===== config.mk =====
export PLATFORM = sky130hd
export DESIGN_NAME = mem_port_arbiter
export DESIGN_NICKNAME = d
export VERILOG_FILES = /design/src/rtl/lanzones_pkg.sv /design/src/rtl/mem_port_arbiter_rr_arb2.sv /design/src/rtl/mem_port_arbiter.sv
export SDC_FILE = /design/constraint.sdc
export NUM_CORES = 1
export LEC_CHECK = 0
export ABC_AREA = 0
export BUFFER_PORTS_ARGS = -buffer_cell sky130_fd_sc_hd__buf_2
export CAP_MARGIN = 10
export CELL_PAD_IN_SITES_DETAIL_PLACEMENT = 1
export CELL_PAD_IN_SITES_GLOBAL_PLACEMENT = 1
export CORE_MARGIN = 10
export CORE_UTILIZATION = 25
export DETAILED_ROUTE_END_ITERATION = 8
export PLACE_DENSITY_LB_ADDON = 0.08
export SYNTH_ARGS = -nofsm -noshare
export SYNTH_HDL_FRONTEND = slang
export SYNTH_SLANG_ARGS = --single-unit

===== constraint.sdc =====
create_clock -name clk -period 1.73 [get_ports clk]
set_clock_uncertainty 0.15 [all_clocks]
set_input_delay 0.173 -clock clk [delete_from_list [all_inputs] [get_ports clk]]
set_output_delay 0.173 -clock clk [all_outputs]
set_load 0.005 [all_outputs]

===== src/rtl/lanzones_pkg.sv =====
// Shared encodings for the lanzones memory-port arbiter: FSM states,
// requester ownership and the default response timeout.
package lanzones_pkg;

    typedef enum logic [1:0] {
        ST_IDLE  = 2'd0,
        ST_ISSUE = 2'd1,
        ST_WAIT  = 2'd2
    } state_t;

    typedef enum logic {
        OWN_I = 1'b0,
        OWN_D = 1'b1
    } owner_t;

    localparam int DEFAULT_TIMEOUT = 16;
    localparam int CNT_W           = 8;

endpackage


===== src/rtl/mem_port_arbiter_rr_arb2.sv =====
// Two-way round-robin picker: under contention the requester that was not
// granted last wins. Purely combinational; the parent keeps last_gnt.
module rr_arb2
    import lanzones_pkg::*;
(
    input  logic [1:0] i_req,
    input  owner_t     i_last_gnt,
    output logic [1:0] o_gnt
);

    always_comb begin
        o_gnt = 2'b00;
        if (i_req[OWN_I] && i_req[OWN_D]) begin
            o_gnt = (i_last_gnt == OWN_D) ? 2'b01 : 2'b10;
        end else if (i_req[OWN_I]) begin
            o_gnt = 2'b01;
        end else if (i_req[OWN_D]) begin
            o_gnt = 2'b10;
        end
    end

endmodule


===== src/rtl/mem_port_arbiter.sv =====
// Arbitrates fetch and data requests onto the single RRdy/RVld memory port,
// one transaction at a time, with a per-transaction response timeout.
module mem_port_arbiter
    import lanzones_pkg::*;
#(
    parameter int AW      = 32,
    parameter int DW      = 32,
    parameter int TIMEOUT = DEFAULT_TIMEOUT
) (
    input  logic            clk,
    input  logic            rstn,
    input  logic            i_req,
    input  logic [AW-1:0]   i_addr,
    output logic            i_ack,
    output logic [DW-1:0]   i_rdata,
    input  logic            d_req,
    input  logic            d_we,
    input  logic [AW-1:0]   d_addr,
    input  logic [DW-1:0]   d_wdata,
    input  logic [DW/8-1:0] d_strb,
    output logic            d_ack,
    output logic [DW-1:0]   d_rdata,
    output logic            ack_err,
    output logic            bus_err,
    output logic            RRdy,
    output logic [AW-1:0]   RAddr,
    output logic            RWEn,
    output logic [DW-1:0]   RWData,
    output logic [DW/8-1:0] RWStrobe,
    input  logic            RVld,
    input  logic [DW-1:0]   RData,
    output state_t          o_dbg_state
);

    localparam logic [CNT_W-1:0] TO_CNT  = CNT_W'(TIMEOUT);
    localparam logic [CNT_W-1:0] CNT_MAX = '1;

    state_t             r_state;
    state_t             w_next;
    owner_t             r_owner;
    owner_t             r_last_gnt;
    owner_t             w_gnt_owner;
    logic               r_is_store;
    logic [CNT_W-1:0]   r_cnt;
    logic               r_bus_err;
    logic               r_rrdy;
    logic [AW-1:0]      r_raddr;
    logic               r_rwen;
    logic [DW-1:0]      r_rwdata;
    logic [DW/8-1:0]    r_rstrb;
    logic [1:0]         w_gnt;
    logic               w_grant;
    logic               w_timeout;
    logic               w_done;
    logic [DW-1:0]      w_rdata;

    rr_arb2 u_rr_arb2 (
        .i_req      ({d_req, i_req}),
        .i_last_gnt (r_last_gnt),
        .o_gnt      (w_gnt)
    );

    assign w_grant     = (r_state == ST_IDLE) && (|w_gnt);
    assign w_gnt_owner = w_gnt[OWN_D] ? OWN_D : OWN_I;
    assign w_timeout   = (r_cnt >= TO_CNT);

    always_ff @(posedge clk or negedge rstn) begin
        if (!rstn) begin
            r_state <= ST_IDLE;
        end else begin
            r_state <= w_next;
        end
    end

    // A real response in the same cycle as the timeout wins over the error path.
    always_comb begin
        w_next  = r_state;
        w_done  = 1'b0;
        w_rdata = '0;
        ack_err = 1'b0;
        case (r_state)
            ST_IDLE: begin
                if (w_grant) w_next = ST_ISSUE;
            end
            ST_ISSUE: begin
                w_next = ST_WAIT;
            end
            ST_WAIT: begin
                if (RVld) begin
                    w_done  = 1'b1;
                    w_rdata = r_is_store ? '0 : RData;
                end else if (w_timeout) begin
                    w_done  = 1'b1;
                    ack_err = 1'b1;
                end
                if (w_done) w_next = ST_IDLE;
            end
            default: begin
                w_next = ST_IDLE;
            end
        endcase
    end

    always_comb begin
        i_ack   = 1'b0;
        d_ack   = 1'b0;
        i_rdata = '0;
        d_rdata = '0;
        if (w_done) begin
            if (r_owner == OWN_D) begin
                d_ack   = 1'b1;
                d_rdata = w_rdata;
            end else begin
                i_ack   = 1'b1;
                i_rdata = w_rdata;
            end
        end
    end

    // Bus registers are loaded on grant so they are live exactly for ISSUE.
    always_ff @(posedge clk or negedge rstn) begin
        if (!rstn) begin
            r_owner    <= OWN_I;
            r_last_gnt <= OWN_D;
            r_is_store <= 1'b0;
            r_rrdy     <= 1'b0;
            r_raddr    <= '0;
            r_rwen     <= 1'b0;
            r_rwdata   <= '0;
            r_rstrb    <= '0;
        end else begin
            r_rrdy   <= 1'b0;
            r_raddr  <= '0;
            r_rwen   <= 1'b0;
            r_rwdata <= '0;
            r_rstrb  <= '0;
            if (w_grant) begin
                r_owner    <= w_gnt_owner;
                r_last_gnt <= w_gnt_owner;
                r_rrdy     <= 1'b1;
                if (w_gnt_owner == OWN_D) begin
                    r_is_store <= d_we;
                    r_raddr    <= d_addr;
                    r_rwen     <= d_we;
                    r_rwdata   <= d_we ? d_wdata : '0;
                    r_rstrb    <= d_we ? d_strb : '0;
                end else begin
                    r_is_store <= 1'b0;
                    r_raddr    <= i_addr;
                end
            end
        end
    end

    always_ff @(posedge clk or negedge rstn) begin
        if (!rstn) begin
            r_cnt     <= '0;
            r_bus_err <= 1'b0;
        end else begin
            if (r_state == ST_ISSUE) begin
                r_cnt <= '0;
            end else if ((r_state == ST_WAIT) && (r_cnt != CNT_MAX)) begin
                r_cnt <= r_cnt + 1'b1;
            end
            if ((r_state == ST_WAIT) && !RVld && w_timeout) begin
                r_bus_err <= 1'b1;
            end
        end
    end

    assign RRdy        = r_rrdy;
    assign RAddr       = r_raddr;
    assign RWEn        = r_rwen;
    assign RWData      = r_rwdata;
    assign RWStrobe    = r_rstrb;
    assign bus_err     = r_bus_err;
    assign o_dbg_state = r_state;

endmodule


Yosys cells after proc, flatten, opt, wreduce, memory -nomap -nowiden
Cells that the tools add are included.
{ "op_classes": {"addsub": 1, "order_cmp": 1, "n_eq_ne": 5, "mux": 38, "n_reduce_logical": 10} }
{ "ops": {"columns": ["op", "count"], "rows": [
  ["32-bit 2-to-1 mux", 12],
  ["8-bit 2-to-1 mux", 2],
  ["1-bit 2-to-1 mux", 14],
  ["2-bit 2-to-1 mux", 6],
  ["4-bit 2-to-1 mux", 3],
  ["8-bit by 1-bit adder with 8-bit output, second input constant", 1],
  ["8-bit by 5-bit greater-or-equal comparator with 1-bit output, second input constant", 1],
  ["8-bit != test, second input constant", 1],
  ["2-bit case mux with 3 select lines", 1],
  ["1-bit logical AND", 5],
  ["2-bit by 1-bit equality test with 1-bit output, second input constant", 1],
  ["2-bit equality test, second input constant", 1],
  ["2-bit zero test", 1],
  ["2-bit by 1-bit != test with 1-bit output, second input constant", 1],
  ["2-bit != test, second input constant", 1],
  ["2-bit AND reduction", 1],
  ["2-bit nonzero test", 1],
  ["2-bit OR reduction", 1],
  ["1-bit zero test", 1]
]} }
{ "word_totals": {"register_bits": 84, "input_bits": 138, "output_inout_bits": 140, "word_cells": 66} }

Longest topological paths before layout
Gate-level depths: netlist (run 1).
{ "depth": {"ltp_word": 7, "depth_mapped": 7, "mapped_depth_nobuf": 5} }

Modules after synthesis
Synthesis (run 1) repeated with hierarchy kept, for this count alone.
{ "hier_totals": {"cells_unflattened": 337, "area_unflattened_um2": 3767.4} }
{ "modules_own_cells": {"columns": ["mod", "n_inst", "cells_each", "area_each_um2", "seq_area_each_um2"], "rows": [
  ["mem_port_arbiter", 1, 334, 3748.6, 2103.3],
  ["rr_arb2", 1, 3, 18.8, 0.0]
]} }

Worst setup path before layout (run 1)
OpenSTA, ideal clock, no wires.
{ "synth_path": {"path_type": "reg-to-reg", "start": "register r_last_gnt", "end": "register r_rwdata[10], in the netlist RWData[10]", "setup_time_ps": 119, "arrival_ps": 1418, "required_time_ps": 1461, "setup_slack_ps": 43, "stages_incl_launch_ff": 8, "n_path_buf": 3, "synth_period_minus_slack_ps": 1687, "path_cell_list": "dfstp_2 -> nand2_1 -> and2_1 -> buf_2 -> and3_1 -> buf_2 -> buf_6 -> and2_1"} }
{ "synth_via": {"elab_chain_cells": 5, "elab_cells_between_ends": 7, "classes_between": "mux (5); reduce/logical (2)"} }
{ "synth_lines": {"columns": ["item", "line", "rtl"], "rows": [
  ["from (decl)", "mem_port_arbiter.sv:41", "owner_t r_last_gnt;"],
  ["from (signal assigned)", "mem_port_arbiter.sv:139", "r_last_gnt <= w_gnt_owner;"],
  ["2-bit 2-to-1 mux *", "mem_port_arbiter_rr_arb2.sv:14", "o_gnt = (i_last_gnt == OWN_D) ? 2'b01 : 2'b10;"],
  ["2-bit 2-to-1 mux *", "mem_port_arbiter_rr_arb2.sv:13", "if (i_req[OWN_I] && i_req[OWN_D]) begin"],
  ["1-bit 2-to-1 mux / 2-bit OR reduction (equally long branches)", "mem_port_arbiter.sv:64, mem_port_arbiter.sv:63", null],
  ["32-bit 2-to-1 mux / 1-bit logical AND (equally long branches)", "mem_port_arbiter.sv:141, mem_port_arbiter.sv:63", null],
  ["32-bit 2-to-1 mux *", "mem_port_arbiter.sv:137", "if (w_grant) begin"],
  ["to (signal assigned)", "mem_port_arbiter.sv:145", "r_rwdata <= d_we ? d_wdata : '0;"],
  ["to (decl)", "mem_port_arbiter.sv:49", "logic [DW-1:0] r_rwdata;"]
]} }
Mark *: on every way between the ends. The rest lies on a longest branch, timed or not.
A chain may end at the register's enable or synchronous reset.

Final worst setup path (run 1)
{ "layout_path": {"start": "register r_cnt[7]", "end": "output port i_rdata[6]"} }
{ "layout_via": {"elab_chain_cells": 6} }
{ "layout_lines": {"columns": ["item", "line", "rtl"], "rows": [
  ["from (decl)", "mem_port_arbiter.sv:44", "logic [CNT_W-1:0] r_cnt;"],
  ["from (signal assigned)", "mem_port_arbiter.sv:163", "r_cnt <= r_cnt + 1'b1;"],
  ["8-bit by 5-bit greater-or-equal comparator with 1-bit output", "mem_port_arbiter.sv:65", "assign w_timeout = (r_cnt >= TO_CNT);"],
  ["1-bit 2-to-1 mux", "mem_port_arbiter.sv:92", "end else if (w_timeout) begin"],
  ["1-bit 2-to-1 mux", "mem_port_arbiter.sv:89", "if (RVld) begin"],
  ["1-bit 2-to-1 mux (2 in series)", "mem_port_arbiter.sv:81", "case (r_state)"],
  ["32-bit 2-to-1 mux", "mem_port_arbiter.sv:109", "if (w_done) begin"],
  ["to (decl)", "mem_port_arbiter.sv:15", "output logic [DW-1:0] i_rdata,"]
]} }
Every way passes these cells. The select of a mux whose other input is x is not followed.

==> impl_summary.txt, run 1 <==
----------------------------------------------------
[Run status]
  Run status ... complete, but fails checks
  Violated checks ... hold timing, setup timing

[Logic synthesis]
  Async set or reset register ratio after synthesis ... 1.000
  Number of nets in the synthesized netlist ... 516
  Number of enable flip-flop cells after synthesis ... 0
  Synth area leader ... dfrtp_1
  Synthesized netlist cell count ... 376
  Leading post-synthesis cells by instance count ... dfrtp_1, nand2_1, and3_1
  Xor/xnor share of the synthesized area ... 0.002356
  Post-synthesis share of cell area spent on full adders, half adders and majority gates ... 0.006732
  Synth top area share ... 0.5587
  Count of yosys warnings during synthesis ... 0
  Most frequently used flop master after synthesis ... dfrtp_1
  Top cells by area in the synthesized netlist ... dfrtp_1, and3_1, nand2_1, and2_1, a21oi_1
  Synth Area in Compound Gates ... 0.07270
  Area of the mapped netlist ... 0.003717 mm2
  Total of flip-flops plus latches after synthesis ... 84
  Most frequently used cell type in the post-synthesis netlist ... dfrtp_1
  Mean post-synth cell area ... 9.886 um2
  Count of different cell masters after synthesis ... 39
  Mux share of post-synthesis cell area ... 0
  Sequential cell area fraction in the yosys report ... 0.5658
  Main combinational cell family by area after synthesis ... simple AND/OR/NAND/NOR gates
  Fraction of the mapped netlist area in simple logic gates ... 0.2979

[Clock tree]
  H-tree Lvls ... 3
  Clock edge transition at the registers on the reported setup and hold paths ... 0.07 ns
  Clock Sink Count ... 84
  CTS max path bufs ... 2
  Latest clock arrival within the worst-skew pair ... 0.35 ns
  TritonCTS clock tree ... yes
  Clock buffers created by TritonCTS ... 9
  Root buffer cell ... clkbuf_16

[Finish]
  Number of nets in the final layout ... 910
  Final Non-Filler Cells ... 963
  Layout overhead on the synthesized area ... 92.43%
  Area of combinational cells with multiple inputs ... 0.001605 mm2
  Share of layout cells above drive strength 1 ... 0.4697
  Filler cell count in the final layout ... 1,679
  Area used by sequential logic in the layout ... 0.002103 mm2
  Final Core Density ... 0.4922

[Timing]
  Unrepaired setup endpoints after global routing ... yes
  Final setup margin ... -0.4000 ns
  Final setup violation count ... 67
  Final hold vios ... 1
  Slew headroom ... 0.6774
  Number of pins with negative max-slew slack in the final report ... 0
  Transition time of the tightest slew-check pin ... 0.4839 ns
  Max Clock Freq ... 469.5 MHz
  Min Hold Slack ... -0.009561 ns
  Share of the clock period used by the worst path after layout ... 1.231
  Final critical path time including I/O delays and setup ... 2.130 ns

[Global route]
  Initial antenna violation count ... 5
  Largest net degree at the start of global routing ... 85
  Global-route wire length before repair ... 28,370 um
  All-Layer GR Usage ... 0.1779
  Remaining Overflow, GRT ... 0
  Vias in the first global route ... 5,028

[Setup path]
  Worst-path fanout max ... 17
  Endpoint kind of the worst setup timing path ... primary output
  Setup crit start kind ... flop
  Setup CP Type ... flop to primary output
  Arrival time of the worst setup path ... 1.81 ns
  CP required ... 1.41 ns

[Route]
  Drt total wl ... 18,700 um
  Via count ... 4,373
  Remaining antenna violation count after routing ... 0
  Count of unresolved DRC violations after routing ... 0
  First-iteration detailed-routing DRC count ... 106
  Average vias per placed instance ... 4.541
  Mean routed wirelength per cell ... 19.42 um
  Detailed-router iteration count before antenna repair ... 4

[Placement]
  Worst slack at placement ... -0.1289 ns
  Final HPWL DP ... 12,170 um
  Port bufs ... 277
  Global placement routability congestion ... 0.7874
  Total placed cells including tap cells ... 832

[Power]
  Total design power ... 6.765 mW
  Power density over the cells ... 945.8 mW/mm2
  Peak VDD IR ... 0.5624 mV
  Leakage dissipation ... 3.972 nW

[Min path]
  Hold Crit Class ... input pin to flop

[Floorplan]
  Die Area ... 0.02015 mm2
  Top-level I/O count ... 278
  Core box area ... 0.01453 mm2
  Number of rows created at floorplan ... 44
  Die H ... 141.9 um
  Die boundary width ... 141.9 um
  Starting Density ... 0.2558

[Job]
  Number of max-cap violations ... 0

----------------------------------------------------
-- where the power goes --
part	internal, mW	total [mW]	switching, mW
clock network	1.02	1.87	0.847
logic	1.11	2.43	1.31
registers	2.33	2.47	0.139
-- path summary, 6_finish.rpt --
kind	start	end	slack, ns	depth (start not counted)
setup / recovery	r_cnt[7]$_DFFE_PN0P_	i_rdata[6]	-0.40	6
hold / removal	d_req	o_dbg_state[0]$_DFFE_PN0P_	-0.01	3
setup reg to reg	o_dbg_state[0]$_DFFE_PN0P_	RWData[13]$_DFF_PN0_	0.08	7
hold reg to reg	bus_err$_DFFE_PN0P_	bus_err$_DFFE_PN0P_	0.32	1
max in group asynchronous	rstn	o_dbg_state[0]$_DFFE_PN0P_	0.79	3
min in group asynchronous	rstn	RAddr[0]$_DFF_PN0_	0.24	3
-- registers in the layout, indices dropped and copies added (netlist names) --
signal,flops
RAddr,32
RRdy,1
RWData,32
RWEn,1
RWStrobe,4
bus_err,1
o_dbg_state,2
r_cnt,8
r_is_store,1
r_last_gnt,1
r_owner,1
-- per-layer routing --
metal	vias up	track usage	share of wire
met5	-	0	0
met4	0	0.07154	0.024
met3	28	0.07577	0.089
met2	182	0.3192	0.53
met1	2112	0.1771	0.36
li1	2051	-	-
-- stage by stage --
step           hold slack (ns)  area, um2  setup TNS (ns)
6_report             -0.009561       7153          -23.30
5_1_grt                0.01489       7153          -30.23
4_1_cts               0.008957       6922          -24.82
3_5_place_dp            0.1007       5389          -3.566
3_3_place_gp           0.09709       5389         -0.4220
2_1_floorplan          -0.2726       3717               0
-- placed cells by master, fill, tap and decap left out, types with 3 or more instances in the layout --
cell	Yosys	routed
diode_2	0	4
o211ai_1	3	3
buf_4	1	21
a21oi_1	34	34
clkbuf_16	0	10
o21ai_0	5	5
dlygate4sd3_1	0	103
nand2_1	75	75
dfrtp_1	83	83
and2_1	37	37
nand3_1	10	10
buf_6	8	29
buf_2	6	250
inv_1	6	6
buf_12	0	5
and3_4	0	25
and3_1	61	37
-- area by class of cell --
cell class                 instances  area share
sequential                        84      0.2940
clock inverter                     6    0.006647
multi-input combinational        259      0.2244
inverter                           7    0.003673
tap                              184     0.03218
clock buffer                      10     0.03341
timing repair buffer             409      0.4042
antenna                            4    0.001399
-- worst max-delay path: stages (launching register included) --
cell and delay (ns):
dfrtp_1 0.40, nor4_4 0.32, a21oi_2 0.13, nor2b_4 0.15
buf_12 0.15, and3_1 0.17, buf_2 0.13
-- timing repair --
item,CTS,global route
setup buffers,4,3
hold endpoints to repair,153,0
cloned,2,1
hold buffers,103,0
pin swaps,17,0
setup endpoints to repair,95,91
gates resized for setup,31,34
-- kinds of logic after synthesis --
kind of cell	after synthesis
compound gates	49
simple gates	205
xor+xnor	1
flops	84
buf+inv	35
fa+ha+maj	2
Power figures use the tool's default switching activity.
==> run 2: changes to the inputs <==
--- a/config.mk
+++ b/config.mk
@@ -11,9 +11,11 @@
 export CELL_PAD_IN_SITES_DETAIL_PLACEMENT = 1
 export CELL_PAD_IN_SITES_GLOBAL_PLACEMENT = 1
 export CORE_MARGIN = 10
-export CORE_UTILIZATION = 25
+export CORE_UTILIZATION = 26
 export DETAILED_ROUTE_END_ITERATION = 8
 export PLACE_DENSITY_LB_ADDON = 0.08
+export SETUP_SLACK_MARGIN = 0.05
 export SYNTH_ARGS = -nofsm -noshare
 export SYNTH_HDL_FRONTEND = slang
+export SYNTH_HIERARCHICAL = 1
 export SYNTH_SLANG_ARGS = --single-unit
==> run 2 against run 1 <==
Compared with the run above:
- the run ends with setup timing left
- critical path type unchanged
- maximum frequency grew 4.4%
- routed wire length down 5.1%
- critical endpoint is now i_rdata[31]
- combinational power is 10% higher
- highest routed layer is now met5
- cell count is 4.4% lower
- global-route usage decreased by 1.2 points
==> impl_summary.txt, run 2 <==
----------------------------------------------------
[Timing]
  Final hold vios ... 0 (-1)
  Share of the clock period used by the worst path after layout ... 1.180 (-0.05136)
  Max Clock Freq ... 489.9 MHz (+4.4%)
  Slew headroom ... 0.7870 (+0.1096)
  Transition time of the tightest slew-check pin ... 0.3172 ns (-0.1667 ns)
  Total Negative Setup Slacks ... -17.11 ns (+6.184 ns)
  Final critical path time including I/O delays and setup ... 2.041 ns (-0.08885 ns)
  Number of pins with negative max-slew slack in the final report ... 0 (unchanged)
  Min Hold Slack ... 0.07408 ns (+0.08364 ns)
  Final setup violation count ... 66 (-1.5%)
  Unrepaired setup endpoints after global routing ... yes
  Final setup margin ... -0.3112 ns (+0.08885 ns)

[Finish]
  Number of nets in the final layout ... 875 (-3.8%)
  Final Non-Filler Cells ... 921 (-4.4%)
  Filler cell count in the final layout ... 1,593 (-5.1%)
  Final Core Density ... 0.5099 (+0.01777)
  Most used cells in the layout excluding fill and tap cells ... buf_2, dlygate4sd3_1, dfrtp_1, and2_1, nor2_1
  Share of layout cells above drive strength 1 ... 0.4831 (+0.01341)
  Layout overhead on the synthesized area ... 90.07%
  Most common cell after layout, fill and taps aside ... buf_2

[Floorplan]
  Die Area ... 0.01971 mm2 (-2.2%)
  Die boundary width ... 140.4 um (-1.1%)
  Core box area ... 0.01404 mm2 (-3.4%)
  Die H ... 140.4 um (-1.1%)
  Top-level I/O count ... 278 (unchanged)
  Number of rows created at floorplan ... 43 (-2.3%)
  Starting Density ... 0.2683 (+0.01252)

[Run status]
  Violated checks ... setup timing
  Run status ... complete, but fails checks

[Logic synthesis]
  Sequential cell area fraction in the yosys report ... 0.5583 (-0.007516)
  Synth Area in Compound Gates ... 0.05912 (-0.01359)
  Post-synthesis share of cell area spent on full adders, half adders and majority gates ... 0.006642 (-0.00008943)
  Most frequently used flop master after synthesis ... dfrtp_1
  Top cells by area in the synthesized netlist ... dfrtp_1, and2_1, mux2i_1, nor2_1, clkbuf_2
  Area of the mapped netlist ... 0.003767 mm2 (+1.3%)
  Synth area leader ... dfrtp_1
  Xor/xnor share of the synthesized area ... 0 (-0.002356)
  Leading post-synthesis cells by instance count ... and2_1, dfrtp_1, nor2_1
  Fraction of the mapped netlist area in simple logic gates ... 0.2544 (-0.04348)
  Synthesized netlist cell count ... 337 (-10%)
  Number of nets in the synthesized netlist ... 477 (-7.6%)
  Main combinational cell family by area after synthesis ... simple AND/OR/NAND/NOR gates
  Synth top area share ... 0.5513 (-0.007423)
  Total of flip-flops plus latches after synthesis ... 84 (unchanged)
  Async set or reset register ratio after synthesis ... 1.000 (unchanged)
  Mean post-synth cell area ... 11.18 um2 (+13%)
  Most frequently used cell type in the post-synthesis netlist ... and2_1
  Mux share of post-synthesis cell area ... 0.08502 (+0.08502)
  Count of yosys warnings during synthesis ... 6 (+6)
  Number of enable flip-flop cells after synthesis ... 0 (unchanged)
  Count of different cell masters after synthesis ... 44 (+13%)

[Route]
  Drt total wl ... 17,750 um (-5.1%)
  Via count ... 4,068 (-7.0%)
  Detailed-router iteration count before antenna repair ... 4 (unchanged)
  Count of unresolved DRC violations after routing ... 0 (unchanged)
  Average vias per placed instance ... 4.417 (-2.7%)
  First-iteration detailed-routing DRC count ... 91 (-14%)
  Mean routed wirelength per cell ... 19.27 um (-0.78%)
  Remaining antenna violation count after routing ... 0 (unchanged)

[Setup path]
  Endpoint kind of the worst setup timing path ... primary output
  Setup crit start kind ... flop
  Logic depth of the worst register-to-register path ... 6 (-1)
  Setup CP Type ... flop to primary output
  End of the worst register-to-register path ... RWData[0]$_DFF_PN0_
  FF-to-FF Start ... o_dbg_state[0]$_DFFE_PN0P_
  Arrival time of the worst setup path ... 1.72 ns (-0.09 ns)
  R2R setup slack ... 0.11 ns (+0.03 ns)
  CP required ... 1.41 ns (about the same)
  Worst-path fanout max ... 16 (-1)

[Global route]
  Remaining Overflow, GRT ... 0 (unchanged)
  Global-route wire length before repair ... 25,940 um (-8.6%)
  Vias in the first global route ... 4,501 (-10%)
  All-Layer GR Usage ... 0.1659 (-0.01203)
  Largest net degree at the start of global routing ... 39 (-54%)
  Initial antenna violation count ... 3 (-2)

[Power]
  Total design power ... 7.412 mW (+9.6%)
  Peak VDD IR ... 0.4966 mV (-12%)
  Leakage dissipation ... 3.970 nW (about the same)
  Power density over the cells ... 1035 mW/mm2 (+9.4%)

[Clock tree]
  Latest clock arrival within the worst-skew pair ... 0.34 ns (about the same)
  Clock Sink Count ... 84 (unchanged)
  Clock buffers created by TritonCTS ... 9 (unchanged)
  H-tree Lvls ... 3 (unchanged)
  TritonCTS clock tree ... yes
  Root buffer cell ... clkbuf_16
  CTS max path bufs ... 2 (unchanged)
  Clock edge transition at the registers on the reported setup and hold paths ... 0.06 ns (about the same)

[Job]
  Number of max-cap violations ... 0 (unchanged)

[Min path]
  Critical hold path startpoint ... d_req
  Worst hold path stage count ... 4 (+1)
  Hold Crit Class ... input pin to flop
  Worst Hold Path EP ... r_owner$_DFFE_PN0P_

[Placement]
  Total placed cells including tap cells ... 789 (-5.2%)
  Port bufs ... 277 (unchanged)
  Final HPWL DP ... 11,970 um (-1.7%)
  Global placement routability congestion ... 0.8119 (+3.1%)

----------------------------------------------------
## run 2: per-stage QoR
| stage | instance area, um2 | worst slack (ns) |
|---|---|---|
| global placement | 5473 | 0.1320 |
| finish | 7161 | -0.3112 |
| floorplan | 3767 | 0.1277 |
| CTS | 6903 | -0.3080 |
| global route | 7161 | -0.4004 |
| detailed placement | 5473 | 0.06620 |
## run 2: layout make-up
class                           instances  area, um2  share of cell area
Antenna cell                            2      5.005           0.0006989
Clock buffer                           10      239.0             0.03337
Clock inverter                          5      100.1             0.01398
Inverter                                6      22.52            0.003145
Multi-Input combinational cell        226       1635              0.2284
Sequential cell                        84       2103              0.2937
Tap cell                              180      225.2             0.03145
Timing Repair Buffer                  408       2830              0.3952
## run 2: worst max-delay path by stage
stage	to	slack, ns	depth (start not counted)	from
after floorplan	RWData[10]$_DFF_PN0_	0.13	6	r_last_gnt$_DFFE_PN1P_
after global placement	d_rdata[17]	0.13	5	o_dbg_state[1]$_DFFE_PN0P_
after detailed placement	i_rdata[9]	0.07	5	o_dbg_state[0]$_DFFE_PN0P_
after CTS	i_rdata[9]	-0.31	5	o_dbg_state[0]$_DFFE_PN0P_
after global routing	i_rdata[31]	-0.40	6	o_dbg_state[0]$_DFFE_PN0P_
final	i_rdata[31]	-0.31	6	o_dbg_state[0]$_DFFE_PN0P_
## run 2: report_power, final
group          internal (mW)  leakage [nW]  total, mW  switching (mW)
logic                   1.38          2.67       2.68            1.30
registers               2.36          1.13       2.53           0.167
clock network           1.44         0.168       2.21           0.772
## run 2: metal layers
metal	routed length, um	vias to the layer above	GRT usage	share of wire
met5	13	-	0	0.00073
met4	249	2	0.04728	0.014
met3	2109	18	0.08654	0.12
met2	9165	189	0.2956	0.52
met1	6208	1956	0.1638	0.35
li1	-	1903	-	-
## run 2: what timing repair did
action                                 4_1_cts  5_1_grt
hold buffers                               101        0
endpoints found under the hold margin      152        0
setup endpoints to repair                   67      109
cloned                                       1        4
buffers inserted                             4        5
pin swaps                                    3        7
gates resized for setup                      7       36
## run 2: cells by family after synthesis
| family | after synthesis |
|---|---|
| simple gates | 163 |
| flops | 84 |
| compound gates | 29 |
| buf+inv | 27 |
| fa+ha+maj | 2 |
| mux | 32 |
## run 2: critical path: stages (launching register included)
cell      delay (ns)
dfrtp_1         0.41
nand2b_4        0.18
nor4b_4         0.22
buf_6           0.17
buf_12          0.13
and2_1          0.14
buf_2           0.13
==> run 3: changes to the inputs <==
--- a/config.mk
+++ b/config.mk
@@ -6,13 +6,13 @@
 export NUM_CORES = 1
 export LEC_CHECK = 0
 export ABC_AREA = 0
-export BUFFER_PORTS_ARGS = -buffer_cell sky130_fd_sc_hd__buf_2
 export CAP_MARGIN = 10
 export CELL_PAD_IN_SITES_DETAIL_PLACEMENT = 1
 export CELL_PAD_IN_SITES_GLOBAL_PLACEMENT = 1
 export CORE_MARGIN = 10
-export CORE_UTILIZATION = 26
+export CORE_UTILIZATION = 35
 export DETAILED_ROUTE_END_ITERATION = 8
+export DONT_BUFFER_PORTS = 1
 export PLACE_DENSITY_LB_ADDON = 0.08
 export SETUP_SLACK_MARGIN = 0.05
 export SYNTH_ARGS = -nofsm -noshare
==> constraint.sdc (replaced) <==
create_clock -name clk -period 1.9 [get_ports clk]
set_clock_uncertainty 0.15 [all_clocks]
set_input_delay 0.19 -clock clk [delete_from_list [all_inputs] [get_ports clk]]
set_output_delay 0.19 -clock clk [all_outputs]
set_load 0.005 [all_outputs]
==> run 3 against run 2 <==
Compared with the run above:
- the flow now stops in clock tree synthesis (4_1_cts)
- synthesized cell count unchanged
- synthesized area unchanged
==> impl_summary.txt, run 3 <==
----------------------------------------------------
[Placement]
  Final HPWL DP ... 10,310 um (-14%)
  Total placed cells including tap cells ... 466 (-41%)
  Global placement routability congestion ... 0.8032 (-1.1%)
  Port bufs ... 0 (-100%)
  Dpl cell area ... 0.003989 mm2 (-27%)

[Run status]
  Run status ... did not finish
  Last step reached ... clock tree synthesis (4_1_cts)
  First error in the log ... [ERROR RSZ-0060] Max buffer count reached.

[Floorplan]
  Top-level I/O count ... 278 (unchanged)
  Die H ... 123.8 um (-12%)
  Die boundary width ... 123.8 um (-12%)
  Starting Density ... 0.3617 (+0.09339)
  Number of rows created at floorplan ... 37 (-14%)

[Logic synthesis]
  Total of flip-flops plus latches after synthesis ... 84 (unchanged)
  Count of yosys warnings during synthesis ... 6 (unchanged)
  Most frequently used cell type in the post-synthesis netlist ... and2_1
  Most frequently used flop master after synthesis ... dfrtp_1
  Synth top area share ... 0.5513 (unchanged)
  Mean post-synth cell area ... 11.18 um2 (unchanged)
  Number of enable flip-flop cells after synthesis ... 0 (unchanged)
  Top cells by area in the synthesized netlist ... dfrtp_1, and2_1, mux2i_1, nor2_1, clkbuf_2
  Synth area leader ... dfrtp_1
  Async set or reset register ratio after synthesis ... 1.000 (unchanged)
  Count of different cell masters after synthesis ... 44 (unchanged)
  Sequential cell area fraction in the yosys report ... 0.5583 (unchanged)
  Leading post-synthesis cells by instance count ... and2_1, dfrtp_1, nor2_1
  Area of the mapped netlist ... 0.003767 mm2 (unchanged)
  Number of nets in the synthesized netlist ... 477 (unchanged)
  Synthesized netlist cell count ... 337 (unchanged)

[Clock tree]
  Clock buffers created by TritonCTS ... 9 (unchanged)
  Hold-fix buffers, CTS ... 101 (unchanged)
  CTS max path bufs ... 2 (unchanged)
  Root buffer cell ... clkbuf_8
  H-tree Lvls ... 3 (unchanged)
  Post-CTS Setup Bufs ... 6 (+2)
  Clock Sink Count ... 84 (unchanged)
  Post-cts repair resize count ... 27 (+20)

----------------------------------------------------
run 3: cell families after synthesis:
kind of cell,after synthesis,synth area share
simple gates,163,0.2544
flops,84,0.5583
mux,32,0.08502
compound gates,29,0.05913
buf+inv,27,0.03653
fa+ha+maj,2,0.006641
run 3: stage by stage:
step | util | setup slack (ns)
3_3_place_gp | 0.3829 | 0.1978
3_5_place_dp | 0.3829 | 0.1925
2_1_floorplan | - | 0.2977
==> run 4: changes to the inputs <==
--- a/config.mk
+++ b/config.mk
@@ -7,14 +7,11 @@
 export LEC_CHECK = 0
 export ABC_AREA = 0
 export CAP_MARGIN = 10
-export CELL_PAD_IN_SITES_DETAIL_PLACEMENT = 1
-export CELL_PAD_IN_SITES_GLOBAL_PLACEMENT = 1
 export CORE_MARGIN = 10
-export CORE_UTILIZATION = 35
+export CORE_UTILIZATION = 20
 export DETAILED_ROUTE_END_ITERATION = 8
 export DONT_BUFFER_PORTS = 1
-export PLACE_DENSITY_LB_ADDON = 0.08
-export SETUP_SLACK_MARGIN = 0.05
+export PLACE_DENSITY_LB_ADDON = 0.15
 export SYNTH_ARGS = -nofsm -noshare
 export SYNTH_HDL_FRONTEND = slang
 export SYNTH_HIERARCHICAL = 1
==> run 4 against run 3 <==
Compared with the run above:
- the flow now finishes, with violations (hold timing, setup timing)
==> impl_summary.txt, run 4 (synthesized netlist as in run 2, its figures left out) <==
----------------------------------------------------
[Route]
  Routed wire length on met3 ... 1967 um
  Met1 wire length ... 4840 um
  Count of unresolved DRC violations after routing ... 0
  Mean routed wirelength per cell ... 20.16 um
  Via count ... 3,018
  Drt total wl ... 14,010 um
  First-iteration detailed-routing DRC count ... 161
  Remaining antenna violation count after routing ... 0
  Top Metal Used ... met4
  Average vias per placed instance ... 4.342
  Detailed-router iteration count before antenna repair ... 5
  Routed wl met2 ... 7046 um

[Timing]
  Min Hold Slack ... -0.6101 ns
  Slew headroom ... 0.5735
  Final setup violation count ... 64
  Final hold vios ... 84
  Share of the clock period used by the worst path after layout ... 1.031
  Total Negative Setup Slacks ... -2.842 ns
  Number of pins with negative max-slew slack in the final report ... 0
  Transition time of the tightest slew-check pin ... 0.6397 ns
  Final critical path time including I/O delays and setup ... 1.958 ns
  Max Clock Freq ... 510.6 MHz
  Unrepaired setup endpoints after global routing ... yes
  Final setup margin ... -0.05840 ns

[Placement]
  Worst slack at placement ... 0.1080 ns (-0.08442 ns)
  Port bufs ... 0 (unchanged)
  Final HPWL DP ... 9807 um (-4.8%)
  Global placement routability congestion ... 0.6650 (-17%)

[Clock tree]
  Clock edge transition at the registers on the reported setup and hold paths ... 0.07 ns
  Clock buffers created by TritonCTS ... 9 (unchanged)
  Root buffer cell ... clkbuf_16
  Latest clock arrival within the worst-skew pair ... 0.33 ns
  CTS max path bufs ... 2 (unchanged)
  TritonCTS clock tree ... yes
  Clock Sink Count ... 84 (unchanged)
  Hold-fix buffers, CTS ... 101 (unchanged)
  H-tree Lvls ... 3 (unchanged)

[Setup path]
  Delay of the slowest critical-path stage ... 0.48 ns
  CP required ... 1.56 ns
  Cell-by-cell listing of the critical path ... nor2b_2 > and4b_2 > buf_12 > and2_1
  Endpoint kind of the worst setup timing path ... primary output
  Arrival time of the worst setup path ... 1.62 ns
  Worst-path fanout max ... 32
  Setup crit start kind ... flop
  Setup CP Type ... flop to primary output
  Critical-path top delay cell ... dfrtp_2

[Global route]
  All-Layer GR Usage ... 0.1023
  Global-route wire length before repair ... 19,230 um
  Vias in the first global route ... 3,256
  Largest net degree at the start of global routing ... 85
  Initial antenna violation count ... 0
  Remaining Overflow, GRT ... 0

[Floorplan]
  Die H ... 157.2 um (+27%)
  Starting Density ... 0.2021 (-0.1596)
  Die boundary width ... 157.2 um (+27%)
  Number of rows created at floorplan ... 50 (+35%)
  Top-level I/O count ... 278 (unchanged)
  Core box area ... 0.01864 mm2
  Die Area ... 0.02473 mm2

[Power]
  Power density over the cells ... 1061 mW/mm2
  Leakage dissipation ... 2.614 nW
  Peak VDD IR ... 0.3978 mV

[Finish]
  Filler cell count in the final layout ... 1,825
  Layout overhead on the synthesized area ... 51.05%
  Antenna Diode Count ... 0
  Most common cell after layout, fill and taps aside ... dlygate4sd3_1
  Share of layout cells above drive strength 1 ... 0.1649
  Most used cells in the layout excluding fill and tap cells ... dlygate4sd3_1, and2_1, dfrtp_1, nor2_1, mux2i_1
  Number of nets in the final layout ... 596
  Area used by sequential logic in the layout ... 0.002106 mm2
  Area of combinational cells with multiple inputs ... 0.001628 mm2

[Run status]
  Run status ... complete, but fails checks
  Violated checks ... hold timing, setup timing

[Job]
  Number of max-cap violations ... 0

[Min path]
  Hold Crit Class ... input pin to asynchronous set/reset pin

----------------------------------------------------
==> run 4: power by group <==
part / internal [mW] / switching [mW] / total, mW
logic: 0.916 / 0.835 / 1.75
clock network: 1.06 / 0.761 / 1.83
registers: 2.16 / 0.307 / 2.46
total: 4.14 / 1.90 / 6.04
==> run 4: repair_timing <==
item	in CTS	in global routing
pin swaps	0	3
setup endpoints to repair	66	115
hold endpoints to repair	153	84
gates resized for setup	6	19
buffers inserted	4	6
gates cloned	1	2
==> run 4: cell type report <==
type / instances / share of cell area
tap: 234 / 0.05145
inverter: 6 / 0.003958
clock buffer: 10 / 0.04200
sequential: 84 / 0.3701
multi-input combinational: 227 / 0.2861
clock inverter: 6 / 0.01253
timing repair buffer: 128 / 0.2339
==> run 4: routing by layer <==
metal | up-vias | GRT usage
met1 | 1436 | 0.1009
met3 | 11 | 0.05868
met4 | 0 | 0.03606
li1 | 1347 | -
met5 | - | 0
met2 | 224 | 0.1761
==> run 4: critical path, delay by kind of cell (launching register included) <==
family / cells / cell delay (ns)
buf+inv: 1 / 0.16
flops: 1 / 0.48
simple gates: 3 / 0.64
==> run 4: path summary, 6_finish.rpt <==
| path | end | cells past startpoint | slack (ns) | startpoint |
|---|---|---|---|---|
| hold / removal | RWStrobe[3]$_DFF_PN0_ | 0 | -0.61 | rstn |
| max in group asynchronous | r_last_gnt$_DFFE_PN1P_ | 0 | 2.01 | rstn |
| min in group clk | bus_err$_DFFE_PN0P_ | 2 | 0.05 | RVld |
| hold reg to reg | bus_err$_DFFE_PN0P_ | 1 | 0.37 | bus_err$_DFFE_PN0P_ |
| setup reg to reg | RAddr[13]$_DFF_PN0_ | 8 | 0.13 | o_dbg_state[0]$_DFFE_PN0P_ |
| setup / recovery | d_rdata[21] | 4 | -0.06 | o_dbg_state[1]$_DFFE_PN0P_ |
==> run 4: per-stage QoR <==
step                      hold WS (ns)  total power [mW]  cells    util  area (um2)
after floorplan                -0.2556             3.275    337       -        3767
after global placement         -0.2523             3.809    565  0.2220        4139
after detailed placement       -0.2523             3.803    565  0.2220        4139
after CTS                      -0.6320             5.940    687  0.2972        5540
after global routing           -0.6369             6.400    695  0.3052        5690
final                          -0.6101             6.040    695  0.3052        5690
